==> src/rtl/input_cond_pkg.sv <==
// Shared constants, debounce state type and counter-width helper for the input conditioner.
package input_cond_pkg;

  localparam int CLK_HZ    = 50_000_000;
  localparam int DEB_10MS  = 500_000;
  localparam int RPT_500MS = 25_000_000;
  localparam int RPT_100MS = 5_000_000;

  typedef enum logic {
    DEB_IDLE,
    DEB_COUNT
  } deb_state_t;

  function automatic int cnt_width(input int n);
    return $clog2(n + 1);
  endfunction

endpackage

==> src/rtl/input_cond_ch.sv <==
// One channel: synchroniser chain, debounce FSM, edge pulses and optional auto-repeat.
// Auto-repeat is built only when INPUT_CONDITIONER_AUTO_REPEAT_EN is defined.
module input_cond_ch
  import input_cond_pkg::*;
#(
  parameter int SYNC_STAGES     = 2,
  parameter int DEBOUNCE_CYCLES = DEB_10MS,
  parameter bit RST_BIT         = 1'b0,
  parameter int REPEAT_DELAY    = RPT_500MS,
  parameter int REPEAT_PERIOD   = RPT_100MS
) (
  input  logic Clk,
  input  logic Reset_n,
  input  logic d,
  output logic q,
  output logic rise,
  output logic fall,
  output logic rpt
);

  localparam int CW = cnt_width(DEBOUNCE_CYCLES);
  localparam logic [CW-1:0] TERM = CW'(DEBOUNCE_CYCLES - 1);

  logic [SYNC_STAGES-1:0] sync;
  logic                   s;
  deb_state_t             st, st_nxt;
  logic [CW-1:0]          cnt, cnt_nxt;
  logic                   q_nxt;

  always_ff @(posedge Clk or negedge Reset_n) begin
    if (!Reset_n) begin
      sync <= {SYNC_STAGES{RST_BIT}};
    end else begin
      sync <= {sync[SYNC_STAGES-2:0], d};
    end
  end

  assign s = sync[SYNC_STAGES-1];

  always_ff @(posedge Clk or negedge Reset_n) begin
    if (!Reset_n) begin
      st   <= DEB_IDLE;
      cnt  <= '0;
      q    <= RST_BIT;
      rise <= 1'b0;
      fall <= 1'b0;
    end else begin
      st   <= st_nxt;
      cnt  <= cnt_nxt;
      q    <= q_nxt;
      rise <= q_nxt & ~q;
      fall <= ~q_nxt & q;
    end
  end

  // The counter only advances while s disagrees with q and never passes TERM.
  always_comb begin
    st_nxt  = st;
    cnt_nxt = '0;
    q_nxt   = q;
    case (st)
      DEB_IDLE: begin
        if (s != q) begin
          if (cnt == TERM) begin
            q_nxt = s;
          end else begin
            cnt_nxt = cnt + 1'b1;
            st_nxt  = DEB_COUNT;
          end
        end
      end
      DEB_COUNT: begin
        if (s == q) begin
          st_nxt = DEB_IDLE;
        end else if (cnt == TERM) begin
          q_nxt  = s;
          st_nxt = DEB_IDLE;
        end else begin
          cnt_nxt = cnt + 1'b1;
        end
      end
      default: st_nxt = DEB_IDLE;
    endcase
  end

`ifdef INPUT_CONDITIONER_AUTO_REPEAT_EN
  localparam int RW = cnt_width((REPEAT_DELAY > REPEAT_PERIOD) ? REPEAT_DELAY : REPEAT_PERIOD);

  logic [RW-1:0] rcnt;
  logic [RW-1:0] rterm;
  logic          first;
  logic          pressed_now;
  logic          pressed_nxt;

  assign pressed_now = q ^ RST_BIT;
  assign pressed_nxt = q_nxt ^ RST_BIT;
  assign rterm       = first ? RW'(REPEAT_DELAY - 1) : RW'(REPEAT_PERIOD - 1);

  // Both the press edge and any release edge restart the sequence, so no pulse lands on a release.
  always_ff @(posedge Clk or negedge Reset_n) begin
    if (!Reset_n) begin
      rcnt  <= '0;
      first <= 1'b1;
      rpt   <= 1'b0;
    end else if (!pressed_nxt || !pressed_now) begin
      rcnt  <= '0;
      first <= 1'b1;
      rpt   <= 1'b0;
    end else if (rcnt == rterm) begin
      rcnt  <= '0;
      first <= 1'b0;
      rpt   <= 1'b1;
    end else begin
      rcnt  <= rcnt + 1'b1;
      rpt   <= 1'b0;
    end
  end
`else
  assign rpt = 1'b0;
`endif

endmodule

==> src/rtl/input_conditioner.sv <==
// Multi-channel synchroniser/debouncer with rise/fall pulses and a combined change flag.
// Optional auto-repeat pulses on rpt when INPUT_CONDITIONER_AUTO_REPEAT_EN is defined.
module input_conditioner
  import input_cond_pkg::*;
#(
  parameter int               WIDTH           = 10,
  parameter int               SYNC_STAGES     = 2,
  parameter int               DEBOUNCE_CYCLES = DEB_10MS,
  parameter logic [WIDTH-1:0] RESET_VAL       = '0,
  parameter int               REPEAT_DELAY    = RPT_500MS,
  parameter int               REPEAT_PERIOD   = RPT_100MS
) (
  input  logic             Clk,
  input  logic             Reset_n,
  input  logic [WIDTH-1:0] d,
  output logic [WIDTH-1:0] q,
  output logic [WIDTH-1:0] rise,
  output logic [WIDTH-1:0] fall,
  output logic             changed,
  output logic [WIDTH-1:0] rpt
);

  for (genvar i = 0; i < WIDTH; i++) begin : g_ch
    input_cond_ch #(
      .SYNC_STAGES     (SYNC_STAGES),
      .DEBOUNCE_CYCLES (DEBOUNCE_CYCLES),
      .RST_BIT         (RESET_VAL[i]),
      .REPEAT_DELAY    (REPEAT_DELAY),
      .REPEAT_PERIOD   (REPEAT_PERIOD)
    ) u_ch (
      .Clk     (Clk),
      .Reset_n (Reset_n),
      .d       (d[i]),
      .q       (q[i]),
      .rise    (rise[i]),
      .fall    (fall[i]),
      .rpt     (rpt[i])
    );
  end

  assign changed = |(rise | fall);

endmodule

==> config.mk <==
export PLATFORM = sky130hd
export DESIGN_NAME = input_conditioner
export DESIGN_NICKNAME = d
export VERILOG_FILES = /design/src/rtl/input_cond_pkg.sv /design/src/rtl/input_cond_ch.sv /design/src/rtl/input_conditioner.sv
export SDC_FILE = /design/constraint.sdc
export NUM_CORES = 1
export LEC_CHECK = 0
export ABC_AREA = 1
export BUFFER_PORTS_ARGS = -buffer_cell sky130_fd_sc_hd__clkbuf_2
export CORE_MARGIN = 2
export CORE_UTILIZATION = 55
export DETAILED_ROUTE_END_ITERATION = 6
export PLACE_DENSITY = 0.83
export REMOVE_ABC_BUFFERS = 1
export SETUP_SLACK_MARGIN = 0.5
export SYNTH_ARGS = -nofsm -noshare
export SYNTH_HDL_FRONTEND = slang
export SYNTH_SLANG_ARGS = --single-unit
export TNS_END_PERCENT = 1
==> constraint.sdc <==
create_clock -name Clk -period 2.2 [get_ports Clk]
set_input_delay 0.33 -clock Clk [delete_from_list [all_inputs] [get_ports Clk]]
set_output_delay 0.33 -clock Clk [all_outputs]
set_load 0.02 [all_outputs]
==> results summary, run 1 <==
The flow ran to the end, and the final reports show no timing, DRC or antenna violations. Counting flops with a built-in enable in the synthesized netlist gives 0. The power per unit of standard cell area is between 600 and 700 nW/um2. For the pin with the worst max-slew slack, the measured transition is approximately 540 ps. Row generation in the floorplan step produced 56 rows.

After synthesis, the cell types taking the most area are sky130_fd_sc_hd__dfrtp_1 46%, sky130_fd_sc_hd__nor2_1 13%, sky130_fd_sc_hd__nand2_1 11%. The shortest period the worst path allows is ~2000 ps. The maximum clock insertion buffer count is 3.

Setup violations remaining at the end of the flow were counted as 0. The number of filler cells placed in the layout came out at 1984. In the synthesized netlist the async set-or-reset flop fraction comes to 1.00. The number of flip-flops and latches in the synthesized netlist came out at 240. The via count of the first global-routing pass is ~10000. The gate count after technology mapping came out at ~1700. The last weighted congestion value of the routability-driven placer is ~0.97. The count of final max-slew check failures is 0. The number of sinks on the clock net is 240.

The total DRC errors in the routed layout is 0. The total iterations of the first detailed-routing run came out at 6. Summed over all layers, the global routing overflow is 0.

During placement, the flow inserted port buffers numbering 42. The smallest hold slack came out at 310 ps. The number of max-cap violations is 0.

The initial utilization of the core area, before any placement, comes to 0.558. The smallest setup slack after layout is between 150 and 200 ps. After clock tree synthesis, the clock-pin slew on the worst setup and hold paths is approximately 60 ps. The final layout contains routed wiring with a total length of around 27 mm.

The share of final-layout standard cells stronger than drive strength 1 came out at 0.0990. The area of the core came out at around 23000 um2. In the global route stage, overall resource usage came out at 0.224. Setup repair after global routing could not meet its margin everywhere. In the final design database the tool counted 1820 nets. The area growth from synthesis to layout is 11.1%.

The starting DRC count in detailed routing came out at roughly 950. The kind of end point of the critical path is an output port. The floorplan step defined a die boundary enclosing roughly 25000 um2. The via count normalized by instance count is between 5 and 6. Headroom to the max-slew limit came out at 0.640. The largest net degree at the start of global routing is between 50 and 60.

Yosys printed 0 warnings. The clock network latency to the later pin of the worst-skew pair is 520 ps. The worst-case IR drop observed on VDD is 0.594 mV.

In this run the vertical extent of the chip is ~160 um. The total count of hold-check failures in the final report came out at 0. The fmax is 0.488 GHz. The setup TNS after final layout is 0 ps. The endpoint required time on the critical path is about 1900 ps. After detailed routing, the average wire length per cell comes to 12.8 um. The area of the mapped netlist is ~13000 um2. The commonest cells after synthesis are 443 x sky130_fd_sc_hd__nor2_1, 387 x sky130_fd_sc_hd__nand2_1, 240 x sky130_fd_sc_hd__dfrtp_1, 200 x sky130_fd_sc_hd__inv_1, 107 x sky130_fd_sc_hd__nand3_1.

Across the routed clock network, the largest skew measured is approximately 8.5 ps. The level count of the clock H-tree came out at 1. The post-synthesis area per instance is between 7 and 8 um2. The placed wire-length estimate came out at 20.0 mm. The worst setup path is of the reg2out kind. TritonCTS built the clock tree. For this design the static power due to leakage is approximately 6.5 nW. The first-pass GRT wire length is approximately 47 mm. The via count of the routed design came out at 11000. STA classifies the critical path startpoint as a flop. The count of antenna-violating nets left after detailed routing came out at 0. The number of ports placed on the die boundary came out at 53.

The initial antenna violation count came out at 0. The share of the synthesized area in the top cell type is 0.460. The arrival time of data at the critical path endpoint came out at around 1700 ps. Of all nets on the critical path, the largest fanout is 2.

The synthesized design spends more area on one cell type than any other, namely sky130_fd_sc_hd__dfrtp_1. The depth of the most critical reg-to-reg path is 8. The post-layout utilization of the core came out at 0.620. The sequential cell area fraction in the yosys report is 0.460. The number of antenna repair diodes is 0.

OpenSTA, run right after detailed placement, puts the worst setup slack at 560 ps. Among all cell types in the netlist, the one instantiated most often is sky130_fd_sc_hd__nor2_1. The unique cell type count in the Yosys netlist is 35.

The tree is rooted in a sky130_fd_sc_hd__clkbuf_16. The most used flip-flop cell after synthesis is sky130_fd_sc_hd__dfrtp_1. The total CTS buffers is 27.

The width of the chip is about 160 um. The tightest min-delay check is of the in2async type. The portion of the clock cycle consumed by the worst path in the final layout came out at 0.931.
[layout make-up]
| class | count | area (um2) | area share |
|---|---|---|---|
| Sequential cell | 240 | 6010 | 0.414 |
| Multi-Input combinational cell | 1255 | 5990 | 0.413 |
| Inverter | 212 | 801 | 0.0552 |
| Clock buffer | 39 | 771 | 0.0531 |
| Timing Repair Buffer | 62 | 435 | 0.0300 |
| Tap cell | 319 | 399 | 0.0275 |
| Clock inverter | 10 | 111 | 0.00767 |
[metrics by stage]
| stage | cell area, um2 | power (mW) | instances |
|---|---|---|---|
| 2_1_floorplan | 12800 | 4.76 | 1707 |
| 3_3_place_gp | 13500 | 4.92 | 2077 |
| 3_5_place_dp | 13500 | 4.93 | 2077 |
| 4_1_cts | 14500 | 9.38 | 2137 |
| 5_1_grt | 14500 | 9.63 | 2137 |
| 6_report | 14500 | 9.27 | 2137 |
[worst max-delay path, stage by stage, from the launching register on]
cell	delay (ps)
sky130_fd_sc_hd__dfrtp_1	370
sky130_fd_sc_hd__nor4_1	280
sky130_fd_sc_hd__buf_4	170
sky130_fd_sc_hd__and2_0	120
sky130_fd_sc_hd__nand3b_1	80
sky130_fd_sc_hd__buf_2	180
[routing by layer]
| metal | global-route usage | wire length, um |
|---|---|---|
| met5 | 0 | 0 |
| met4 | 0.0652 | 681 |
| met3 | 0.0367 | 1300 |
| met2 | 0.383 | 13400 |
| met1 | 0.296 | 12000 |
[worst paths after layout]
path	from	endpoint	slack (ps)
worst max-delay path	g_ch[6].u_ch.fall$_DFF_PN0_	changed	150
worst min-delay path	Reset_n	g_ch[0].u_ch.cnt[1]$_DFF_PN0_	310
worst max register to register	g_ch[3].u_ch.cnt[0]$_DFF_PN0_	g_ch[3].u_ch.cnt[18]$_DFF_PN0_	610
worst min register to register	g_ch[9].u_ch.sync[0]$_DFF_PN0_	g_ch[9].u_ch.sync[1]$_DFF_PN0_	340
max in group asynchronous	Reset_n	g_ch[4].u_ch.cnt[0]$_DFF_PN0_	1240
min in group Clk	g_ch[9].u_ch.sync[0]$_DFF_PN0_	g_ch[9].u_ch.sync[1]$_DFF_PN0_	340
[cell families (layout without fill, tap and decap cells)]
group	count (synthesis)	in the layout	share of synthesized area
adder cells (fa/ha/maj)	10	10	0.00958
AND/OR/NAND/NOR	1113	1113	0.372
AO/OA/AOI/OAI	47	47	0.0218
XOR/XNOR	75	75	0.0503
buffers and inverters	256	323	0.0858
flip-flops	240	240	0.460
other	1	10	0.000287
[report_power, final]
part | total [mW] | switching [mW] | internal (mW)
clock network | 4.41 | 1.75 | 2.66
logic | 0.336 | 0.239 | 0.0977
registers | 4.53 | 0.0480 | 4.48
total | 9.27 | 2.03 | 7.24
[state kept, by name, summed over array words and instances (netlist names)]
| register | cells |
|---|---|
| g_ch.u_ch.rise | 10 |
| g_ch.u_ch.sync | 20 |
| g_ch.u_ch.fall | 10 |
| g_ch.u_ch.cnt | 190 |
| g_ch.u_ch.q | 10 |
[layout by cell type, fill, tap and decap left out, types with 4 or more instances in the layout]
master | synthesis | layout
sky130_fd_sc_hd__nand2_2 | 10 | 11
sky130_fd_sc_hd__clkbuf_8 | 0 | 5
sky130_fd_sc_hd__xnor2_1 | 11 | 11
sky130_fd_sc_hd__clkbuf_16 | 0 | 27
sky130_fd_sc_hd__nand2_1 | 387 | 386
sky130_fd_sc_hd__a21oi_1 | 12 | 12
sky130_fd_sc_hd__conb_1 | 1 | 10
sky130_fd_sc_hd__ha_1 | 10 | 10
sky130_fd_sc_hd__inv_2 | 11 | 11
sky130_fd_sc_hd__xor2_1 | 64 | 64
sky130_fd_sc_hd__nor2_2 | 25 | 25
sky130_fd_sc_hd__dfrtp_1 | 240 | 240
sky130_fd_sc_hd__nor2_4 | 22 | 22
sky130_fd_sc_hd__o21ai_0 | 18 | 18
sky130_fd_sc_hd__nand4_1 | 28 | 28
sky130_fd_sc_hd__buf_4 | 40 | 6
sky130_fd_sc_hd__clkbuf_2 | 0 | 40
sky130_fd_sc_hd__clkbuf_1 | 0 | 7
sky130_fd_sc_hd__clkinv_2 | 0 | 4
sky130_fd_sc_hd__dlygate4sd3_1 | 0 | 11
sky130_fd_sc_hd__nor3_1 | 53 | 53
sky130_fd_sc_hd__o21a_1 | 5 | 5
sky130_fd_sc_hd__nand3b_1 | 10 | 10
sky130_fd_sc_hd__nand3_2 | 4 | 4
sky130_fd_sc_hd__nor3b_1 | 10 | 10
sky130_fd_sc_hd__nor4_1 | 8 | 6
sky130_fd_sc_hd__nor3_2 | 4 | 4
sky130_fd_sc_hd__nor2_1 | 443 | 443
sky130_fd_sc_hd__nand3_1 | 107 | 107
sky130_fd_sc_hd__inv_1 | 200 | 200
[what timing repair did]
action | 4_1_cts | 5_1_grt
hold buffers | 11 | 0
endpoints found under the setup margin | 1 | 24
setup buffers | 0 | 0
gates resized for setup | 1 | 4
hold endpoints to repair | 59 | 0
Power figures use the tool's default switching activity.
==> run 2, diff against run 1 <==
--- a/config.mk
+++ b/config.mk
@@ -7,10 +7,12 @@
 export LEC_CHECK = 0
 export ABC_AREA = 1
 export BUFFER_PORTS_ARGS = -buffer_cell sky130_fd_sc_hd__clkbuf_2
+export CELL_PAD_IN_SITES_DETAIL_PLACEMENT = 2
+export CELL_PAD_IN_SITES_GLOBAL_PLACEMENT = 2
 export CORE_MARGIN = 2
-export CORE_UTILIZATION = 55
+export CORE_UTILIZATION = 40
 export DETAILED_ROUTE_END_ITERATION = 6
-export PLACE_DENSITY = 0.83
+export PLACE_DENSITY = 0.95
 export REMOVE_ABC_BUFFERS = 1
 export SETUP_SLACK_MARGIN = 0.5
 export SYNTH_ARGS = -nofsm -noshare
==> results summary, run 2 (synthesis gave the netlist of run 1 again) <==
Status: finished with violations (was finished clean). The checks that failed: setup timing. The switching power total came out at 2.71 mW (was 2.03 mW).

The delay of the slowest cell on the worst path came out at 420 ps (was 370 ps). The internal power is 7.55 mW (was 7.24 mW). The count of antenna-violating nets left after detailed routing came out at 0 (unchanged). The master of the slowest instance on the critical path is sky130_fd_sc_hd__dfrtp_1 (unchanged). The via count of the routed design came out at 13000 (was 11000). The share of final-layout standard cells stronger than drive strength 1 came out at 0.152 (was 0.0990).

The startpoint of the worst-slack reg-to-reg timing path is g_ch[9].u_ch.cnt[0]$_DFF_PN0_ (was g_ch[3].u_ch.cnt[0]$_DFF_PN0_). The level count of the clock H-tree came out at 1 (unchanged). The number of antenna repair diodes is 0 (unchanged). The initial standard-cell utilization of the core is 0.403 (was 0.558). The top register by number of flip-flops is g_ch.u_ch.cnt (unchanged). The worst IR drop on VDD came out at 0.649 mV (was 0.594 mV). The post-placement cell count came out at 2200 (was 2077).

The die boundary height is 185 um (was 158 um). The number of ports placed on the die boundary came out at 53 (unchanged). The number of rows in the core area was 66 (was 56). The endpoint of the worst register-to-register path was g_ch[9].u_ch.cnt[16]$_DFF_PN0_ (was g_ch[3].u_ch.cnt[18]$_DFF_PN0_). The switching part of the total was 0.264 (was 0.219). The initial antenna violation count came out at 0 (unchanged). The total die area came to 34100 um2 (was 25000 um2).

The TritonCTS clock tree is yes (unchanged). The fmax is 0.439 GHz (was 0.488 GHz). The part of the power in combinational logic is 0.044 (was 0.036). The via count normalized by instance count is 5.75 (was 5.16).

The count of final max-slew check failures was 0 (unchanged). The largest driver fanout on the critical path is 2 (unchanged). The synthesis-to-finish area growth is 16.5% (was 11.1%). The total routing resource utilization after global routing is 0.317 (was 0.224). The largest net degree at the start of global routing came out at 59 (was 56).

The kind of end point of the critical path is an output port (unchanged). The via count of the first global-routing pass is 14500 (was 10400). The first-pass GRT wire length came out at 83.5 mm (was 46.7 mm).

The arrival time of data at the critical path endpoint came out at 1950 ps (was 1720 ps). The remaining global-route overflow is 0 (unchanged). The total iterations of the first detailed-routing run came out at 5 (was 6).

The clock network latency to the later pin of the worst-skew pair came out at 610 ps (was 520 ps). The smallest setup slack after layout came to -79.4 ps (was 151 ps). The worst slack at placement came out at 231 ps (was 560 ps). The slew at the pin closest to its max-slew limit came to 637 ps (was 539 ps). The leakage component of the power came out at 6.62 nW (was 6.52 nW). The total DRC errors in the routed layout is 0 (unchanged).

Cell-by-cell listing of the critical path: nor4_4 > nand2_2 > nand3b_1 > buf_2 (was nor4_1 > buf_4 > and2_0 > nand3b_1 > buf_2). The portion of the clock cycle consumed by the worst path in the final layout is 1.04 (was 0.931). The leading cell type in the layout, fill and taps excluded is sky130_fd_sc_hd__nor2_1 (unchanged).

The share of power burned in the clock network came to 0.511 (was 0.476). The final routed wire length divided by cell count is 27.8 um (was 12.8 um). The number of non-filler instances in the completed layout came out at 2265 (was 2137). The final-report setup violation count was 1 (was 0). The worst min-delay path class is in2async (unchanged). The placed wire-length estimate is 34.9 mm (was 20.0 mm).

The area of the core came out at 32400 um2 (was 23400 um2). The number of max-cap violations came to 0 (unchanged). The largest clock skew in the final design is 38.8 ps (was 8.51 ps). The number of flip-flops in the largest register came out at 190 (unchanged). The cell at the root of the clock tree was sky130_fd_sc_hd__clkbuf_16 (unchanged). The depth of the most critical reg-to-reg path came out at 7 (was 8). The number of nets in the final layout is 1823 (was 1820). Top library cells by usage in the layout, fill and taps aside: 408 x sky130_fd_sc_hd__nor2_1, 372 x sky130_fd_sc_hd__nand2_1, 225 x sky130_fd_sc_hd__dfrtp_1 (was 443 x sky130_fd_sc_hd__nor2_1, 386 x sky130_fd_sc_hd__nand2_1, 240 x sky130_fd_sc_hd__dfrtp_1). The clock input transition at the sequential cells of the worst setup and hold paths is 60 ps (about the same). The width of the chip came out at 185 um (was 158 um).

The flop-to-flop setup slack is 360 ps (was 610 ps). The setup TNS after final layout came out at -79.4 ps (was 0 ps). The wire length reported by the detailed router is 63.0 mm (was 27.4 mm). The normalized max-slew margin was 0.575 (was 0.640).

The number of input and output port buffers inserted came out at 42 (unchanged). The starting DRC count in detailed routing is 855 (was 949). The number of sinks on the clock net is 240 (unchanged). The total count of hold-check failures in the final report is 0 (unchanged).

The portion of total power attributed to sequential cells was 0.445 (was 0.488). The number of filler cells placed in the layout is 3667 (was 1984). The category of the most critical setup path is reg2out (unchanged). Largest registers in the final layout: g_ch.u_ch.cnt x190, g_ch.u_ch.sync x20 (unchanged). The endpoint required time on the critical path is 1870 ps (about the same). The last weighted congestion value of the routability-driven placer came out at 0.851 (was 0.970).

The maximum clock insertion buffer count was 3 (unchanged). The post-layout utilization of the core came out at 0.470 (was 0.620). The total CTS buffers came out at 30 (was 27). Unrepaired setup endpoints after global routing: yes (unchanged).

The post-CTS setup-driven buffer insertion count was 0 (unchanged). The shortest period the worst path allows came to 2280 ps (was 2050 ps). The kind of start point of the critical path is a flop (unchanged). The power per unit of standard cell area came to 675 nW/um2 (was 639 nW/um2).
[run 2: cell count changes in the layout (fill, tap and decap cells not counted), moves of 6 or more]
cell                      before  now
sky130_fd_sc_hd__nor2_4       22   34
sky130_fd_sc_hd__nor3_2        4   10
sky130_fd_sc_hd__dfrtp_2       0   15
sky130_fd_sc_hd__nor3_1       53   46
sky130_fd_sc_hd__ha_4          0    8
sky130_fd_sc_hd__ha_1         10    0
sky130_fd_sc_hd__nand2_1     386  372
sky130_fd_sc_hd__nor2_1      443  408
sky130_fd_sc_hd__dfrtp_1     240  225
sky130_fd_sc_hd__nor2_2       25   48
sky130_fd_sc_hd__nand2_2      11   23
[run 2: worst max-delay path, delay by kind of cell (launching register included)]
kind	cells	cell delay, ps
buf+inv	1	190
flops	1	420
simple gates	3	780
[run 2: per-layer routing]
| metal | wire [um] | track usage | part of all wire | up-vias |
|---|---|---|---|---|
| li1 | - | - | - | 5464 |
| met1 | 23800 | 0.349 | 0.38 | 6780 |
| met2 | 32600 | 0.585 | 0.52 | 517 |
| met3 | 2590 | 0.0449 | 0.041 | 259 |
| met4 | 4050 | 0.174 | 0.064 | 0 |
| met5 | 0 | 0 | 0 | - |
[run 2: worst max-delay path by stage]
stage	to	start	cells past startpoint	slack, ps
final	changed	g_ch[2].u_ch.fall$_DFF_PN0_	4	-80
after CTS	changed	g_ch[2].u_ch.fall$_DFF_PN0_	4	-80
after floorplan	changed	g_ch[0].u_ch.fall$_DFF_PN0_	3	830
after global placement	changed	g_ch[2].u_ch.fall$_DFF_PN0_	4	380
after global routing	changed	g_ch[2].u_ch.fall$_DFF_PN0_	4	-90
after detailed placement	changed	g_ch[2].u_ch.fall$_DFF_PN0_	4	230
[run 2: final cells by class]
type	count	area, um2	area share
Clock buffer	44	903	0.0594
Inverter	212	816	0.0536
Tap cell	442	553	0.0364
Sequential cell	240	6020	0.396
Timing Repair Buffer	62	435	0.0286
Multi-Input combinational cell	1255	6380	0.420
Clock inverter	10	92.6	0.00609
[run 2: per-stage QoR]
| step | instance area (um2) | power [mW] | hold slack [ps] |
|---|---|---|---|
| finish | 15200 | 10.3 | 286 |
| CTS | 14900 | 10.1 | 299 |
| global route | 15200 | 10.5 | 319 |
| floorplan | 12800 | 4.76 | 34.4 |
| global placement | 13700 | 4.94 | 312 |
| detailed placement | 13700 | 4.99 | 320 |
[run 2: power by group through the flow]
stage                     clock network [mW]  registers [mW]  logic (mW)
after global routing                    5.48            4.57       0.492
final                                   5.24            4.56       0.455
after global placement                     0            4.60       0.335
after detailed placement                   0            4.62       0.368
after floorplan                            0            4.59       0.164
after CTS                               5.15            4.54       0.411
[run 2: repair_timing]
action                                  in CTS  in global routing
endpoints found under the hold margin       62                  0
gates resized for setup                     45                 83
gates cloned                                 0                  0
hold buffers                                11                  0
pin swaps                                    9                 21
endpoints found under the setup margin      67                123
==> run 3, diff against run 2 <==
--- a/config.mk
+++ b/config.mk
@@ -5,12 +5,12 @@
 export SDC_FILE = /design/constraint.sdc
 export NUM_CORES = 1
 export LEC_CHECK = 0
-export ABC_AREA = 1
+export ABC_AREA = 0
 export BUFFER_PORTS_ARGS = -buffer_cell sky130_fd_sc_hd__clkbuf_2
 export CELL_PAD_IN_SITES_DETAIL_PLACEMENT = 2
 export CELL_PAD_IN_SITES_GLOBAL_PLACEMENT = 2
 export CORE_MARGIN = 2
-export CORE_UTILIZATION = 40
+export CORE_UTILIZATION = 44
 export DETAILED_ROUTE_END_ITERATION = 6
 export PLACE_DENSITY = 0.95
 export REMOVE_ABC_BUFFERS = 1
==> results summary, run 3 <==
The endpoint of the worst register-to-register path was g_ch[6].u_ch.cnt[17]$_DFF_PN0_ (was g_ch[9].u_ch.cnt[16]$_DFF_PN0_). The level count of the clock H-tree was 1 (unchanged). The kind of end point of the critical path is a flop (was output port). The unique cell type count in the Yosys netlist came out at 47 (was 35). The first-pass GRT wire length came out at 81.7 mm (was 83.5 mm).

The number of sinks on the clock net came out at 240 (unchanged). The clock input transition at the sequential cells of the worst setup and hold paths is 80 ps (was 60 ps). The cell type with the highest aggregate area in the netlist is sky130_fd_sc_hd__dfrtp_1 (unchanged).

The post-synthesis simple-gate area fraction was 0.263 (was 0.372). The cell family contributing the most delay on the critical path is simple AND/OR/NAND/NOR gates (unchanged). The count of antenna-violating nets left after detailed routing was 0 (unchanged). The smallest setup slack after layout came to -424 ps (was -79.4 ps).

The total power draw is 10.5 mW (was 10.3 mW). Main area contributors after synthesis: sky130_fd_sc_hd__dfrtp_1 52%, sky130_fd_sc_hd__xnor2_1 5.8%, sky130_fd_sc_hd__nor2_1 5.0% (was sky130_fd_sc_hd__dfrtp_1 46%, sky130_fd_sc_hd__nor2_1 13%, sky130_fd_sc_hd__nand2_1 11%). The depth of the most critical reg-to-reg path came out at 5 (was 7). Status: finished with violations (unchanged). The share of the synthesized area in compound gates (AO/OA/AOI/OAI) came out at 0.0471 (was 0.0218). The share of final-layout standard cells stronger than drive strength 1 was 0.441 (was 0.152). The leakage component of the power came out at 5.84 nW (was 6.62 nW).

The flop-to-flop setup slack was -420 ps (was 360 ps). The largest driver fanout on the critical path is 5 (was 2). The most common cell in the netlist is sky130_fd_sc_hd__dfrtp_1 (was sky130_fd_sc_hd__nor2_1). Top library cells by usage in the layout, fill and taps aside: 177 x sky130_fd_sc_hd__dfrtp_1, 99 x sky130_fd_sc_hd__nor2_4, 68 x sky130_fd_sc_hd__xnor2_1 (was 408 x sky130_fd_sc_hd__nor2_1, 372 x sky130_fd_sc_hd__nand2_1, 225 x sky130_fd_sc_hd__dfrtp_1). The delay of the slowest cell on the worst path is 580 ps (was 420 ps). Unrepaired setup endpoints after global routing: yes (unchanged). The remaining global-route overflow came out at 0 (unchanged).

The master of the slowest instance on the critical path is sky130_fd_sc_hd__nor4_2 (was sky130_fd_sc_hd__dfrtp_1). The most used flip-flop cell after synthesis is sky130_fd_sc_hd__dfrtp_1 (unchanged). The largest clock skew in the final design is 30.4 ps (was 38.8 ps). The number of nets in the final layout came out at 1242 (was 1823).

The top register by number of flip-flops is g_ch.u_ch.cnt (unchanged). The total DRC errors in the routed layout came out at 0 (unchanged). The width of the chip is 166 um (was 185 um). The via count normalized by instance count came to 7.11 (was 5.75).

The number of warnings printed during yosys synthesis is 0 (unchanged). The post-layout utilization of the core is 0.609 (was 0.470). The last weighted congestion value of the routability-driven placer was 0.806 (was 0.851).

The number of input and output port buffers inserted is 42 (unchanged). The placed wire-length estimate is 24.9 mm (was 34.9 mm). The gate count after technology mapping came out at 1138 (was 1742).

The async set-reset flop share out of synthesis came out at 1.00 (unchanged). The area of the core is 25900 um2 (was 32400 um2). The total CTS buffers was 28 (was 30). The leading cell type in the layout, fill and taps excluded was sky130_fd_sc_hd__dfrtp_1 (was sky130_fd_sc_hd__nor2_1).

The kind of start point of the critical path is a flop (unchanged). The instance area at placement was 12200 um2 (was 13700 um2). The fmax came out at 0.381 GHz (was 0.439 GHz). The total stage count of the critical path is 5 (was 4).

Synth top cells by count: 240 x sky130_fd_sc_hd__dfrtp_1, 155 x sky130_fd_sc_hd__nor2_1, 77 x sky130_fd_sc_hd__xnor2_1, 73 x sky130_fd_sc_hd__nand3_1, 64 x sky130_fd_sc_hd__nand4_1 (was 443 x sky130_fd_sc_hd__nor2_1, 387 x sky130_fd_sc_hd__nand2_1, 240 x sky130_fd_sc_hd__dfrtp_1, 200 x sky130_fd_sc_hd__inv_1, 107 x sky130_fd_sc_hd__nand3_1). The TritonCTS clock tree is yes (unchanged). The worst min-delay path class is in2async (unchanged). The number of flip-flops in the largest register came out at 190 (unchanged). The worst IR drop on VDD is 0.749 mV (was 0.649 mV). The portion of the clock cycle consumed by the worst path in the final layout is 1.19 (was 1.04).

The cell at the root of the clock tree is sky130_fd_sc_hd__clkbuf_16 (unchanged). The buffers plus inverters on the worst setup path is 1 (unchanged). Cell-by-cell listing of the critical path: buf_4 > nand4_1 > nor4_2 > or3b_2 > a21oi_2 (was nor4_4 > nand2_2 > nand3b_1 > buf_2).

The total routing resource utilization after global routing is 0.389 (was 0.317). The starting DRC count in detailed routing is 1197 (was 855). The normalized max-slew margin is 0.532 (was 0.575).

The number of ports placed on the die boundary is 53 (unchanged). The number of rows in the core area was 59 (was 66). The post-placement cell count is 1506 (was 2200).

The initial standard-cell utilization of the core is 0.445 (was 0.403). The total iterations of the first detailed-routing run came out at 5 (unchanged). The synthesis-to-finish area growth came out at 36.9% (was 16.5%). The via count of the routed design came out at 11200 (was 13000). The combinational family with the most area after synthesis is simple AND/OR/NAND/NOR gates (unchanged). The area share of xor/xnor cells in the synthesized design came out at 0.106 (was 0.0503).

The launching element of the worst setup path was g_ch[6].u_ch.cnt[10]$_DFF_PN0_ (was g_ch[2].u_ch.fall$_DFF_PN0_). Largest registers in the final layout: g_ch.u_ch.cnt x190, g_ch.u_ch.sync x20 (unchanged). The initial antenna violation count was 5 (was 0). The number of non-filler instances in the completed layout is 1578 (was 2265). The endpoint required time on the critical path is 2670 ps (was 1870 ps). Violated checks: setup timing (unchanged). The area of all placed cells without fillers is 15800 um2 (was 15200 um2). The die boundary height is 166 um (was 185 um). The number of flip-flops and latches in the synthesized netlist is 240 (unchanged). The shortest period the worst path allows came out at 2620 ps (was 2280 ps). The setup TNS after final layout was -3020 ps (was -79.4 ps). The smallest hold slack came out at 326 ps (was 286 ps). The largest net degree at the start of global routing is 75 (was 59). The startpoint of the worst-slack reg-to-reg timing path was g_ch[6].u_ch.cnt[10]$_DFF_PN0_ (was g_ch[9].u_ch.cnt[0]$_DFF_PN0_). The slew at the pin closest to its max-slew limit is 696 ps (was 637 ps). The sequential cell area fraction in the yosys report came out at 0.521 (was 0.460). The count of final max-slew check failures came out at 0 (unchanged). The final routed wire length divided by cell count came out at 40.8 um (was 27.8 um). The clock network latency to the later pin of the worst-skew pair came out at 590 ps (was 610 ps). The final-report setup violation count came out at 34 (was 1). The worst slack at placement is -65.4 ps (was 231 ps).

The via count of the first global-routing pass is 11900 (was 14500). The total die area is 27500 um2 (was 34100 um2). The total count of hold-check failures in the final report is 0 (unchanged).

The multiplexer share of the synthesized area came to 0.0101 (was 0). The maximum clock insertion buffer count was 3 (unchanged). The share of the synthesized area in the top cell type was 0.521 (was 0.460). The area of the mapped netlist came out at 11500 um2 (was 13100 um2). The area share of fa/ha/maj cells after synthesis came to 0.0109 (was 0.00958). The power per unit of standard cell area is 665 nW/um2 (was 675 nW/um2).

The number of flops mapped to enable cells by yosys came out at 0 (unchanged). The arrival time of data at the critical path endpoint came to 3090 ps (was 1950 ps). The post-synthesis area per instance is 10.1 um2 (was 7.50 um2). The wire length reported by the detailed router is 64.3 mm (was 63.0 mm). The category of the most critical setup path is reg2reg (was reg2out). The number of max-cap violations came to 0 (unchanged).
## run 3: worst register-to-register path, delay by kind of cell (launching register included)
family          cells  cell delay, ps
simple gates        3            1660
flops               1             440
compound gates      1             240
buf+inv             1             160
## run 3: where the power goes
part	total (mW)	internal (mW)	switching, mW
clock	5.30	2.90	2.40
sequential	4.61	4.48	0.130
combinational	0.604	0.204	0.399
## run 3: how the worst max path moves through the flow
stage	slack (ps)	to
after CTS	-60	changed
after detailed placement	-70	g_ch[2].u_ch.cnt[18]$_DFF_PN0_
final	-420	g_ch[6].u_ch.cnt[17]$_DFF_PN0_
after floorplan	80	g_ch[6].u_ch.q$_DFF_PN0_
after global routing	-400	g_ch[6].u_ch.cnt[17]$_DFF_PN0_
after global placement	70	g_ch[6].u_ch.q$_DFF_PN0_
## run 3: cell families (layout without fill, tap and decap cells)
logic type	Yosys count	after routing
adders and majority gates	10	10
DFF	240	240
muxes	10	10
and+or+nand+nor	562	562
buffers and inverters	87	182
other	1	11
AOI/OAI and AO/OA	88	88
xor gates and xnor gates	140	140
## run 3: what timing repair did
item | 4_1_cts | 5_1_grt
hold buffers | 11 | 0
buffers inserted | 8 | 0
endpoints found under the hold margin | 67 | 0
pin swaps | 187 | 203
gates resized for setup | 350 | 242
gates cloned | 0 | 0
setup endpoints to repair | 201 | 215
## run 3: layout make-up
cell class | instances | area [um2]
inverters | 21 | 78.8
repair buffers | 109 | 977
fillers | 2333 | 10100
well taps | 335 | 419
multi-input cells | 820 | 7260
flip-flops and latches | 240 | 6080
clock buffers | 35 | 787
diodes | 1 | 2.50
clock inverters | 17 | 184
## run 3: layer usage
layer  track usage  vias up  wire, um
met4         0.222        6      5410
met1         0.445     5898     23100
met2         0.695      764     31800
li1              -     4181         -
met3        0.0601      366      3980
met5             0        -        39
